`src/rtl/mmio_uart_tx_pkg.sv`:
```
// uart_pkg: shared types and register offsets for the memory-mapped UART.
// Optional feature macro: MMIO_UART_PARITY_EN (adds an even-parity bit per frame).
package uart_pkg;

    typedef enum logic [2:0] {
        IDLE,
        START,
        DATA,
        PARITY,
        STOP
    } uart_state_t;

    // Word offsets within the 16-byte register window (addr[3:2]).
    localparam logic [1:0] OFF_TXDATA = 2'd0;
    localparam logic [1:0] OFF_STATUS = 2'd1;
    localparam logic [1:0] OFF_CTRL   = 2'd2;

    // Even parity: the bit that makes the total count of ones even.
    function automatic logic even_parity(input logic [7:0] b);
        return ^b;
    endfunction

endpackage

```
`src/rtl/mmio_uart_tx_sync_fifo.sv`:
```
// sync_fifo: single-clock FIFO with extra-MSB pointers for full/empty.
// The head entry is visible combinationally on dout so a consumer can pop
// and use the byte in the same cycle. Pops on empty and pushes on full
// (without a simultaneous pop) are ignored.
module sync_fifo #(
    parameter int WIDTH = 8,
    parameter int DEPTH = 8
) (
    input  logic             clk,
    input  logic             rst,
    input  logic             push,
    input  logic             pop,
    input  logic [WIDTH-1:0] din,
    output logic [WIDTH-1:0] dout,
    output logic             full,
    output logic             empty
);

    localparam int AW = $clog2(DEPTH);

    logic [WIDTH-1:0] mem_q [DEPTH];
    logic [AW:0]      wr_ptr_q, wr_ptr_d;
    logic [AW:0]      rd_ptr_q, rd_ptr_d;
    logic             do_push, do_pop;

    assign empty   = (wr_ptr_q == rd_ptr_q);
    assign full    = (wr_ptr_q[AW] != rd_ptr_q[AW]) &&
                     (wr_ptr_q[AW-1:0] == rd_ptr_q[AW-1:0]);
    assign do_pop  = pop & ~empty;
    assign do_push = push & (~full | do_pop);
    assign dout    = mem_q[rd_ptr_q[AW-1:0]];

    // Pointer advance; wrap-around falls out of the extra MSB.
    always_comb begin
        wr_ptr_d = wr_ptr_q;
        rd_ptr_d = rd_ptr_q;
        if (do_push) wr_ptr_d = wr_ptr_q + 1'b1;
        if (do_pop)  rd_ptr_d = rd_ptr_q + 1'b1;
    end

    // Pointer registers, cleared by the asynchronous active-low reset.
    always_ff @(posedge clk or negedge rst) begin
        if (!rst) begin
            wr_ptr_q <= '0;
            rd_ptr_q <= '0;
        end else begin
            wr_ptr_q <= wr_ptr_d;
            rd_ptr_q <= rd_ptr_d;
        end
    end

    // Storage array; contents need no reset because the pointers gate it.
    always_ff @(posedge clk) begin
        if (do_push) mem_q[wr_ptr_q[AW-1:0]] <= din;
    end

endmodule

```
`src/rtl/mmio_uart_tx.sv`:
```
// mmio_uart_tx: store-driven UART transmitter on the memory-stage bus.
// Stores to TXDATA queue bytes; the FSM sends them as 8N1 frames, or as
// 8E1 frames when MMIO_UART_PARITY_EN is defined (STATUS[4] then reads 1).
module mmio_uart_tx
    import uart_pkg::*;
#(
    parameter int                    DATA_WIDTH   = 32,
    parameter logic [DATA_WIDTH-1:0] BASE_ADDR    = 32'hFFFF_0000,
    parameter int                    CLKS_PER_BIT = 868,
    parameter int                    FIFO_DEPTH   = 8
) (
    input  logic                  clk,
    input  logic                  rst,
    input  logic [DATA_WIDTH-1:0] addr,
    input  logic [DATA_WIDTH-1:0] wdata,
    input  logic                  mem_write,
    output logic                  sel,
    output logic [DATA_WIDTH-1:0] rdata,
    output logic                  tx
);

    localparam int CW = (CLKS_PER_BIT > 2) ? $clog2(CLKS_PER_BIT) : 1;
`ifdef MMIO_UART_PARITY_EN
    localparam logic PARITY_FLAG = 1'b1;
`else
    localparam logic PARITY_FLAG = 1'b0;
`endif

    uart_state_t     state_q, state_d;
    logic [CW-1:0]   cnt_q, cnt_d;
    logic [2:0]      bit_q, bit_d;
    logic [7:0]      shift_q, shift_d;
    logic            tx_q, tx_d;
    logic            overflow_q, overflow_d;
`ifdef MMIO_UART_PARITY_EN
    logic            parity_q, parity_d;
`endif

    logic [1:0]            offset;
    logic                  wr_txdata, wr_ctrl;
    logic                  fifo_full, fifo_empty, fifo_pop;
    logic [7:0]            fifo_dout;
    logic                  baud_done;
    logic [DATA_WIDTH-1:0] status;
    logic                  unused_bits;

    assign offset    = addr[3:2];
    assign sel       = (addr[DATA_WIDTH-1:4] == BASE_ADDR[DATA_WIDTH-1:4]);
    assign wr_txdata = sel & mem_write & (offset == OFF_TXDATA);
    assign wr_ctrl   = sel & mem_write & (offset == OFF_CTRL);
    assign fifo_pop  = (state_q == IDLE) & ~fifo_empty;
    assign baud_done = (cnt_q == CW'(CLKS_PER_BIT - 1));
    assign tx        = tx_q;
    assign unused_bits = ^{addr[1:0], wdata[DATA_WIDTH-1:8]};

    sync_fifo #(.WIDTH(8), .DEPTH(FIFO_DEPTH)) u_fifo (
        .clk   (clk),
        .rst   (rst),
        .push  (wr_txdata),
        .pop   (fifo_pop),
        .din   (wdata[7:0]),
        .dout  (fifo_dout),
        .full  (fifo_full),
        .empty (fifo_empty)
    );

    // STATUS view and read mux; every other offset reads zero.
    always_comb begin
        status    = '0;
        status[0] = fifo_full;
        status[1] = fifo_empty;
        status[2] = (state_q != IDLE);
        status[3] = overflow_q;
        status[4] = PARITY_FLAG;
        rdata     = (sel && offset == OFF_STATUS) ? status : '0;
    end

    // Next-state logic for the frame sequencer, baud counter and overflow flag.
    always_comb begin
        state_d    = state_q;
        bit_d      = bit_q;
        shift_d    = shift_q;
        overflow_d = overflow_q;
`ifdef MMIO_UART_PARITY_EN
        parity_d   = parity_q;
`endif
        case (state_q)
            IDLE: begin
                if (fifo_pop) begin
                    shift_d = fifo_dout;
                    bit_d   = 3'd0;
                    state_d = START;
`ifdef MMIO_UART_PARITY_EN
                    parity_d = even_parity(fifo_dout);
`endif
                end
            end
            START: if (baud_done) state_d = DATA;
            DATA: begin
                if (baud_done) begin
                    shift_d = shift_q >> 1;
                    if (bit_q == 3'd7) begin
`ifdef MMIO_UART_PARITY_EN
                        state_d = PARITY;
`else
                        state_d = STOP;
`endif
                    end else begin
                        bit_d = bit_q + 3'd1;
                    end
                end
            end
`ifdef MMIO_UART_PARITY_EN
            PARITY: if (baud_done) state_d = STOP;
`endif
            STOP: if (baud_done) state_d = IDLE;
            default: state_d = IDLE;
        endcase

        // Counter restarts on every state change and idles at zero.
        if (state_d != state_q || state_q == IDLE) cnt_d = '0;
        else                                       cnt_d = cnt_q + CW'(1);

        // Line level is registered from the state being entered.
        case (state_d)
            START:   tx_d = 1'b0;
            DATA:    tx_d = shift_d[0];
`ifdef MMIO_UART_PARITY_EN
            PARITY:  tx_d = parity_d;
`endif
            default: tx_d = 1'b1;
        endcase

        // Clear first so a same-cycle overflow event takes priority.
        if (wr_ctrl && wdata[0])                     overflow_d = 1'b0;
        if (wr_txdata && fifo_full && !fifo_pop)     overflow_d = 1'b1;
    end

    // All sequencer state, registered tx and the sticky overflow flag.
    always_ff @(posedge clk or negedge rst) begin
        if (!rst) begin
            state_q    <= IDLE;
            cnt_q      <= '0;
            bit_q      <= 3'd0;
            shift_q    <= 8'd0;
            tx_q       <= 1'b1;
            overflow_q <= 1'b0;
`ifdef MMIO_UART_PARITY_EN
            parity_q   <= 1'b0;
`endif
        end else begin
            state_q    <= state_d;
            cnt_q      <= cnt_d;
            bit_q      <= bit_d;
            shift_q    <= shift_d;
            tx_q       <= tx_d;
            overflow_q <= overflow_d;
`ifdef MMIO_UART_PARITY_EN
            parity_q   <= parity_d;
`endif
        end
    end

endmodule

```
`config.mk`:
```
export PLATFORM = sky130hd
export DESIGN_NAME = mmio_uart_tx
export DESIGN_NICKNAME = d
export VERILOG_FILES = /design/src/rtl/mmio_uart_tx_pkg.sv /design/src/rtl/mmio_uart_tx_sync_fifo.sv /design/src/rtl/mmio_uart_tx.sv
export SDC_FILE = /design/constraint.sdc
export NUM_CORES = 1
export LEC_CHECK = 0
export BUFFER_PORTS_ARGS = -buffer_cell sky130_fd_sc_hd__buf_2
export CORE_ASPECT_RATIO = 2
export CORE_MARGIN = 2
export CORE_UTILIZATION = 49
export CTS_BUF_LIST = sky130_fd_sc_hd__clkbuf_16
export DETAILED_ROUTE_END_ITERATION = 6
export PLACE_DENSITY = 0.76
export SLEW_MARGIN = 20
export SYNTH_ARGS = -nofsm -noshare
export SYNTH_HDL_FRONTEND = slang
export SYNTH_SLANG_ARGS = --single-unit
```
`constraint.sdc`:
```
create_clock -name clk -period 2.1 [get_ports clk]
set_input_delay 0.21 -clock clk [delete_from_list [all_inputs] [get_ports clk]]
set_output_delay 0.21 -clock clk [all_outputs]
set_load 0.05 [all_outputs]
```
* After elaboration in Yosys (flattened, before gate mapping) *
Memories as Yosys holds them, arrays and structs flattened.
Index checks and enable logic that the tools add are counted.

word-level totals
  output and inout port bits = 34
  memories kept = 1
  bits in registers = 34
  logic and storage cells = 74
  RAM bits = 64
  input bits = 67

memories
  memory        words  bits a word  read ports  clocked after memory_dff  wr ports  line                          RTL
  u_fifo.mem_q  8      8            1           0                         1         mmio_uart_tx_sync_fifo.sv:21  logic [WIDTH-1:0] mem_q [DEPTH];

cells by class
  mux-type cells = 20
  add/sub/neg operators = 4
  bitwise gates (word level) = 9
  reduce and logical (&&, ||, !) cells = 14
  eq/ne operators = 17

operators by type and width
  cell                                                  number
  equality test 28 bit (second input constant)          1
  2-to-1 mux 3 bit                                      8
  2-to-1 mux 8 bit                                      2
  one-hot mux 8 bit (2 select lines)                    1
  one-hot mux 3 bit (4 select lines)                    1
  adder 10 x 1 -> 10 bit (second input constant)        1
  equality test 10 bit (second input constant)          1
  2-to-1 mux 10 bit                                     1
  adder 4 x 1 -> 4 bit (second input constant)          2
  AND 1 bit                                             6
  equality test 3 x 1 -> 1 bit (second input constant)  2
  equality test 3 x 2 -> 1 bit (second input constant)  2
  equality test 3 bit (second input constant)           2
  != test 2 bit (second input constant)                 3
  one-hot mux 3 bit (2 select lines)                    1
  logical AND 1 bit                                     5
  equality test 4 bit                                   1
  2-to-1 mux 1 bit                                      4
  2-to-1 mux 4 bit                                      1
  AND reduction 4 bit                                   1
  nonzero test 2 bit                                    2
  adder 3 x 1 -> 3 bit (second input constant)          1
  equality test 3 bit                                   1
  zero test 3 bit                                       1
  other kinds (12)                                      13

* Depth between registers and ports, before layout *
Gate-level depths: netlist of the first run.

  depth in word-level cells = 8
  depth in mapped cells = 7
  depth with buffers taken out = 6

* By module *
A second synthesis of the first run with hierarchy kept.

unflattened totals
  cell total of the unflattened synthesis = 304
  area total of the unflattened synthesis = 4672.0 um^2

by module, submodules not included
  module        seq. area each (um^2)  cells an instance  times used  area each (um^2)
  sync_fifo     2122.0                 149                1           3078.0
  mmio_uart_tx  651.9                  155                1           1594.0

* Least setup slack after synthesis of the first run *
No wires, ideal clock.

  path type = input-to-output
  start point = input port addr[5]
  end point = output port rdata[0]
  stages on the path = 5
  data required time = 1.890 ns
  path slack = -0.917 ns
  arrival = 2.807 ns
  path through = nor4_1 nand4_1 nor4_4 nand3b_1 nor3_1

on the way
  word-level cells in the longest chain between the ends = 3

ends and longest elaborated chain
  item                  line                RTL
  start: declaration    mmio_uart_tx.sv:14  input logic [DATA_WIDTH-1:0] addr,
  equality test 28 bit  mmio_uart_tx.sv:48  assign sel = (addr[DATA_WIDTH-1:4] == BASE_ADDR[DATA_WIDTH-1:4]);
  named net sel         mmio_uart_tx.sv:17  output logic sel,
  logical AND 1 bit     mmio_uart_tx.sv:75  rdata = (sel && offset == OFF_STATUS) ? status : '0;
  2-to-1 mux 4 bit      mmio_uart_tx.sv:75
  end: declaration      mmio_uart_tx.sv:18  output logic [DATA_WIDTH-1:0] rdata,

The timed path passes the listed nets, and every way through them passes these cells.

* Worst setup path after layout of the first run *
  start point = register u_fifo.rd_ptr_q[3]
  end point = output port rdata[1]

on the way
  word-level cells in the longest chain between the ends = 2

ends and longest elaborated chain
  item                      line                          RTL
  start: declaration        mmio_uart_tx_sync_fifo.sv:23  logic [AW:0] rd_ptr_q, rd_ptr_d;
  start signal: assignment  mmio_uart_tx_sync_fifo.sv:48  rd_ptr_q <= rd_ptr_d;
  equality test 4 bit       mmio_uart_tx_sync_fifo.sv:26  assign empty = (wr_ptr_q == rd_ptr_q);
  2-to-1 mux 4 bit          mmio_uart_tx.sv:75

Every way passes these cells.

==> run summary, run 1 <==
asr flop ratio synth -> 0.347
Row Count -> 49
total gr overflow -> 0
starting density of the core -> 0.496
clk sink count -> 98
Storage cell area -> 2770 um2
R2R Setup Slk -> 180 ps
Worst Path Arrival -> 1760 ps
antenna-violating nets left -> 0
Post-synth top cells -> edfxtp_1, dfrtp_1, nor2_1
unrepaired setup endpoints after global routing -> false
H-tree levels -> 3
R2R Path End -> cnt_q[6]
vias -> 2593
Bufs on Longest Clock Path -> 2
Fillers -> 666
buffers added on ports -> 46
Post-Synthesis Cells -> 292
DR top layer -> met4
LEAKAGE -> 2.07 nW
Ys Warns -> 0
#FFs+latches synth -> 98
antenna violations before repair -> 0
Multi-input gate area -> 1560 um2
relative max-transition margin -> 0.493
final hold violations -> 0
number of global-route vias before repair -> 2828
Hold Crit Class -> in -> reg
share of layout cells above drive strength 1 -> 0.349
DR WL/cell -> 17.2 um
area post-placement -> 4970 um2
library cells used by synthesis -> 53
Skew-Pair Late Insertion Delay -> 340 ps
leading area contributor after synthesis -> edfxtp_1
GRT Overall Usage -> 0.186
CTS tree -> yes
Layout area overhead -> 19.6%
DRT iter0 DRCs -> 168
most frequent cell after synthesis -> edfxtp_1
Total Nets Final -> 440
hold_ws -> 105 ps
die area -> 9820 um2
Max Clk Rate -> 508 MHz
crit path time final -> 1970 ps
Tot Pwr -> 4.12 mW
Root Driver -> clkbuf_16
Mapped Area -> 4410 um2
Pins Over Slew Limit -> 0
Startpoint Class -> flip-flop
post-route clock period utilization -> 0.937
fin area -> 5270 um2
Avg Cell Area, Syn -> 15.1 um2
largest net degree at the start of global routing -> 35
Critical R2R Launch -> cnt_q[0]
first-pass GRT wire length -> 13800 um
outcome -> finished clean
Seq/Total Area, Yosys -> 0.629
Area contributors post-synth -> edfxtp_1, dfrtp_1, mux4_2
post-DP HPWL -> 5990 um
Min-Delay Path Depth -> 2
number of synthesized flops with an enable pin -> 64
number of max-cap violations -> 0
vias per inst -> 5.46
endpoint type of the worst setup path -> output port
final setup violating endpoints -> 0
worst hold start -> addr[3]
worst endpoint required time -> 1890 ps
# diodes -> 0
Crit Path Category -> reg -> out
WL met3 -> 218 um
Clk pin slew, worst setup/hold paths -> 70 ps
Main synth FF type -> edfxtp_1
Core ar. -> 8890 um2
share of the synthesized area in the top cell type -> 0.436
CTS Buf Count -> 9
I/O Pins -> 101
power density over cell area -> 781 nW/um2
die height -> 138 um
final wirelength -> 8170 um
Hold EP -> overflow_q
# DRC -> 0
met1 WL -> 2840 um
Final GP Congestion -> 0.801
depth of the worst register-to-register path -> 7
Die Width -> 71.1 um
Peak VDD IR -> 0.841 mV
metal2 WL -> 4920 um
Post-Route Skew -> 8.18 ps
Critical Path Fanout Max -> 3
DR pass1 iterations -> 4
Slew @ Worst Pin -> 761 ps
state kept, by name, indices dropped and copies added (netlist names):
| register | cells |
|---|---|
| bit_q | 3 |
| cnt_q | 10 |
| u_fifo.rd_ptr_q | 4 |
| overflow_q | 1 |
| shift_q | 8 |
| u_fifo.wr_ptr_q | 4 |
| tx | 1 |
| u_fifo.mem_q | 64 |
| state_q | 3 |
through the flow:
stage          instances  TNS (ps)  utilization  setup slack [ps]
4_1_cts              474         0        0.592              22.3
3_5_place_dp         457         0        0.559              69.2
3_3_place_gp         457         0        0.559               122
6_report             475         0        0.593               131
2_1_floorplan        319    -16850            -              -296
5_1_grt              475         0        0.593              29.0
area by class of cell:
type                       instances  share of cell area
timing repair buffer              74              0.0982
clock buffer                       9              0.0427
multi-input combinational        182               0.296
inverter                           3             0.00214
sequential                        98               0.526
clock inverter                     7              0.0109
tap                              102              0.0242
critical path: stages (launching register included):
cell     delay (ps)
dfrtp_1         420
xnor2_2         240
nand4_1         210
buf_4           200
nor2_2           80
buf_2           270
placed cells by master (no fill, tap or decap), types with 2 or more instances in the layout:
cell	instances
edfxtp_1	64
buf_2	46
dfrtp_1	33
conb_1	28
nor2_1	23
buf_4	21
mux4_2	16
nand3_1	12
xor2_1	9
clkbuf_16	9
xnor2_1	8
mux2i_1	8
nand2_1	6
nor2_2	6
a221o_1	6
buf_12	6
nand4_1	5
ha_1	5
inv_6	5
and3_1	4
inv_1	3
nor3_4	3
nor4_4	3
nor3_2	2
nor3_1	2
o21ai_0	2
and4b_1	2
nor2b_1	2
nand3b_1	2
nand2b_1	2
a22o_1	2
mux2_2	2
timing repair:
action / 4_1_cts / 5_1_grt
hold buffers: 1 / 0
setup endpoints to repair: 0 / 2
hold endpoints to repair: 33 / 0
buffers inserted: 0 / 1
gates resized for setup: 0 / 1
worst max-delay path by stage:
| stage | startpoint | end | slack, ps | cells after the start |
|---|---|---|---|---|
| after global routing | cnt_q[0] | cnt_q[6] | 30 | 7 |
| after CTS | u_fifo.rd_ptr_q[3] | rdata[1] | 20 | 5 |
| after global placement | addr[6] | u_fifo.mem_q[7][4] | 120 | 6 |
| after detailed placement | addr[5] | u_fifo.mem_q[7][7] | 70 | 6 |
| final | u_fifo.rd_ptr_q[3] | rdata[1] | 130 | 5 |
| after floorplan | addr[6] | rdata[1] | -300 | 5 |
power breakdown:
group	switching [mW]	total (mW)	internal, mW
registers	0.0435	2.17	2.13
logic	0.249	0.401	0.152
clock network	0.723	1.55	0.824
cell families after synthesis:
family / share of synthesized area
DFF: 0.629
and+or+nand+nor: 0.114
buffers and inverters: 0.0585
muxes: 0.108
AOI/OAI and AO/OA: 0.0397
xor gates and xnor gates: 0.0358
adders and majority gates: 0.0142
other: 0.000850
metal layers:
layer  vias up  global-route usage
li1       1211                   -
met1      1310               0.196
met2        55               0.347
met3        17              0.0299
met4         0              0.0904
met5         -                   0
Note: power is estimated with default switching activity, not from simulation.
==> run 2, diff against run 1 <==
--- a/config.mk
+++ b/config.mk
@@ -6,6 +6,7 @@
 export NUM_CORES = 1
 export LEC_CHECK = 0
 export BUFFER_PORTS_ARGS = -buffer_cell sky130_fd_sc_hd__buf_2
+export CAP_MARGIN = 25
 export CORE_ASPECT_RATIO = 2
 export CORE_MARGIN = 2
 export CORE_UTILIZATION = 49
@@ -15,4 +16,5 @@
 export SLEW_MARGIN = 20
 export SYNTH_ARGS = -nofsm -noshare
 export SYNTH_HDL_FRONTEND = slang
+export SYNTH_HIERARCHICAL = 1
 export SYNTH_SLANG_ARGS = --single-unit
==> run 2 against run 1 <==
  * Setup slack got worse by 110 ps
  * Largest power group unchanged
  * Clock power increased by 7%
  * Critical endpoint is now u_fifo/mem_q[1][0]
  * Cell count increased by 6.1%
  * Maximum frequency decreased by 5.5%
==> run summary, run 2 <==
Area contributors post-synth -> edfxtp_1, dfrtp_1, buf_4
vias per inst -> 5.57 (+2.1%)
Worst Path Arrival -> 2150 ps (+390 ps)
Post-Route Skew -> 10.1 ps (+1.92 ps)
final wirelength -> 9580 um (+17%)
met2 usage -> 0.365 (+0.0183)
Total Nets Final -> 467 (+6.1%)
DRT iter0 DRCs -> 213 (+27%)
NetSw -> 950 uW (-6.3%)
I/O Pins -> 101 (unchanged)
Avg Cell Area, Syn -> 15.4 um2 (+1.8%)
number of synthesized flops with an enable pin -> 64 (unchanged)
most frequent cells in the layout -> edfxtp_1, buf_2, buf_4
Layout area overhead -> 25.6%
crit path time final -> 2080 ps (+115 ps)
vias -> 2808 (+8.3%)
Hold Crit Class -> in -> reg
leading area contributor after synthesis -> edfxtp_1
cell count after placement -> 468 (+2.4%)
#FFs+latches synth -> 98 (unchanged)
clk sink count -> 98 (unchanged)
Post-synth top cells -> edfxtp_1, dfrtp_1, buf_4
GRT Overall Usage -> 0.191 (+0.00453)
worst endpoint required time -> 2160 ps (+270 ps)
slack of the critical path -> 16.5 ps (-115 ps)
share of the synthesized area in the top cell type -> 0.411 (-0.0245)
DP Worst Slack -> -369 ps (-438 ps)
Startpoint Class -> flip-flop
relative max-transition margin -> 0.480 (-0.0128)
antenna violations before repair -> 0 (unchanged)
Crit Path Category -> reg -> reg
internal power -> 2.96 mW (-4.6%)
Core ar. -> 9320 um2 (+4.9%)
CTS tree -> yes
buffers added on ports -> 46 (unchanged)
share of layout cells above drive strength 1 -> 0.413 (+0.0640)
commonest non-fill, non-tap cell in the layout -> edfxtp_1
unrepaired setup endpoints after global routing -> true
LEAKAGE -> 2.38 nW (+15%)
Post-Synthesis Cells -> 304 (+4.1%)
Ys Warns -> 6 (+6)
Main synth FF type -> edfxtp_1
Final GP Congestion -> 0.815 (+1.8%)
Max Clk Rate -> 480 MHz (-5.5%)
die area -> 10400 um2 (+5.7%)
power density over cell area -> 666 nW/um2 (-15%)
slowest cell delay on critical path -> 450 ps (+30 ps)
outcome -> finished clean
# DRC -> 0 (unchanged)
post-route clock period utilization -> 0.992 (+0.0548)
largest net degree at the start of global routing -> 35 (unchanged)
CTS Buf Count -> 9 (unchanged)
clock power share -> 0.424 (+0.048)
number of max-cap violations -> 0 (unchanged)
DR WL/cell -> 19.0 um (+11%)
slowest cell on the critical path -> dfrtp_2
total gr overflow -> 0 (unchanged)
post-DP HPWL -> 6650 um (+11%)
hold_ws -> 124 ps (+18.6 ps)
# diodes -> 0 (unchanged)
number of global-route vias before repair -> 2904 (+2.7%)
DR pass1 iterations -> 4 (unchanged)
Fillers -> 663 (-0.45%)
CP Cell Sequence -> xnor2_2 -> nand3_2 -> nor2_4 -> nor4_4 -> buf_6 -> nor3_4 -> buf_12 -> nor3_4 -> buf_12
Gate power share -> 0.050 (-0.047)
Critical Path Fanout Max -> 8 (+5)
sequential share of power -> 0.526 (about the same)
Row Count -> 50 (+2.0%)
library cells used by synthesis -> 60 (+13%)
max reg flops -> 64 (unchanged)
most frequent cell after synthesis -> edfxtp_1
final hold violations -> 0 (unchanged)
Most Used Layer, Global Route -> met2
Bufs on Longest Clock Path -> 2 (unchanged)
die height -> 142 um (+2.9%)
Peak VDD IR -> 0.691 mV (-18%)
Clk pin slew, worst setup/hold paths -> 80 ps (about the same)
grt met1 use -> 0.192 (-0.00390)
endpoint type of the worst setup path -> flip-flop
met3 usage -> 0.0326 (+0.00269)
final setup violating endpoints -> 0 (unchanged)
first-pass GRT wire length -> 14700 um (+6.6%)
Pins Over Slew Limit -> 0 (unchanged)
Seq/Total Area, Yosys -> 0.594 (-0.0354)
Mapped Area -> 4670 um2 (+6.0%)
Skew-Pair Late Insertion Delay -> 350 ps (about the same)
asr flop ratio synth -> 0.347 (unchanged)
Final Non-Filler Cells -> 504 (+6.1%)
Die Width -> 73.0 um (+2.8%)
H-tree levels -> 3 (unchanged)
starting density of the core -> 0.501 (+0.00522)
Post-Route Setup TNS -> 0 ps (unchanged)
Slew @ Worst Pin -> 780 ps (+19.2 ps)
switching share of power -> 0.243 (-0.00334)
antenna-violating nets left -> 0 (unchanged)
Root Driver -> clkbuf_16
[run 2: cell count changes after synthesis, sizes merged, moves of 3 or more]
cell / change
mux2i: -6
nor2b: +3
mux2: +9
a22o: +7
nor2: -13
a21o: +5
or3b: +3
o311ai: +3
a221o: -6
nand3: -6
buf: +5
[run 2: kinds of logic (layout without fill, tap and decap cells)]
logic type,after synthesis,after routing,synth area share
flops,98,98,0.594
simple gates,77,77,0.103
buf+inv,43,112,0.0672
compound gates,33,33,0.0640
mux,30,30,0.123
xor+xnor,17,17,0.0351
fa+ha+maj,5,5,0.0134
other cells,1,28,0.000803
[run 2: layer usage]
metal  part of all wire  vias up
met4              0.028        0
met5                  0        -
met3              0.028       23
met2               0.61       67
met1               0.34     1415
li1                   -     1303
[run 2: cell type report]
| type | count | area [um2] | share of cell area |
|---|---|---|---|
| Clock buffer | 9 | 225 | 0.0384 |
| Tap cell | 104 | 130 | 0.0222 |
| Clock inverter | 7 | 83.8 | 0.0143 |
| Sequential cell | 98 | 2780 | 0.473 |
| Multi-Input combinational cell | 190 | 1900 | 0.324 |
| Inverter | 3 | 11.3 | 0.00192 |
| Timing Repair Buffer | 93 | 742 | 0.126 |
[run 2: worst max-delay path, delay by kind of cell (launching register included)]
kind	cells	cell delay, ps
buf+inv	3	490
flops	1	450
simple gates	5	700
xor+xnor	1	150
[run 2: path summary, 6_finish.rpt]
kind	startpoint	to	slack, ps	cells past startpoint
setup / recovery	u_fifo/rd_ptr_q[0]	u_fifo/mem_q[1][0]	20	9
min in group asynchronous	rst	u_fifo/wr_ptr_q[1]	480	2
hold / removal	wdata[4]	u_fifo/mem_q[1][4]	120	1
hold reg to reg	shift_q[6]	shift_q[6]	490	1
max in group asynchronous	rst	u_fifo/rd_ptr_q[0]	1090	2
setup reg to reg	u_fifo/rd_ptr_q[0]	u_fifo/mem_q[1][0]	20	9
[run 2: power groups by stage]
stage	registers (mW)	logic, mW	clock network, mW
after global placement	2.10	0.177	0
after detailed placement	2.10	0.179	0
after floorplan	2.10	0.154	0
after global routing	2.06	0.209	1.77
after CTS	2.06	0.182	1.68
final	2.06	0.196	1.66
[run 2: repair_timing]
action | in CTS | in global routing
hold buffers | 1 | 0
gates cloned | 0 | 0
gates resized for setup | 1 | 32
pin swaps | 0 | 13
endpoints found under the setup margin | 19 | 73
setup buffers | 0 | 19
endpoints found under the hold margin | 33 | 0
[run 2: metrics by stage]
stage | utilization | power (mW) | area, um2
5_1_grt | 0.629 | 4.03 | 5870
2_1_floorplan | - | 2.25 | 4920
3_3_place_gp | 0.561 | 2.28 | 5230
3_5_place_dp | 0.561 | 2.28 | 5230
6_report | 0.629 | 3.91 | 5870
4_1_cts | 0.596 | 3.92 | 5560
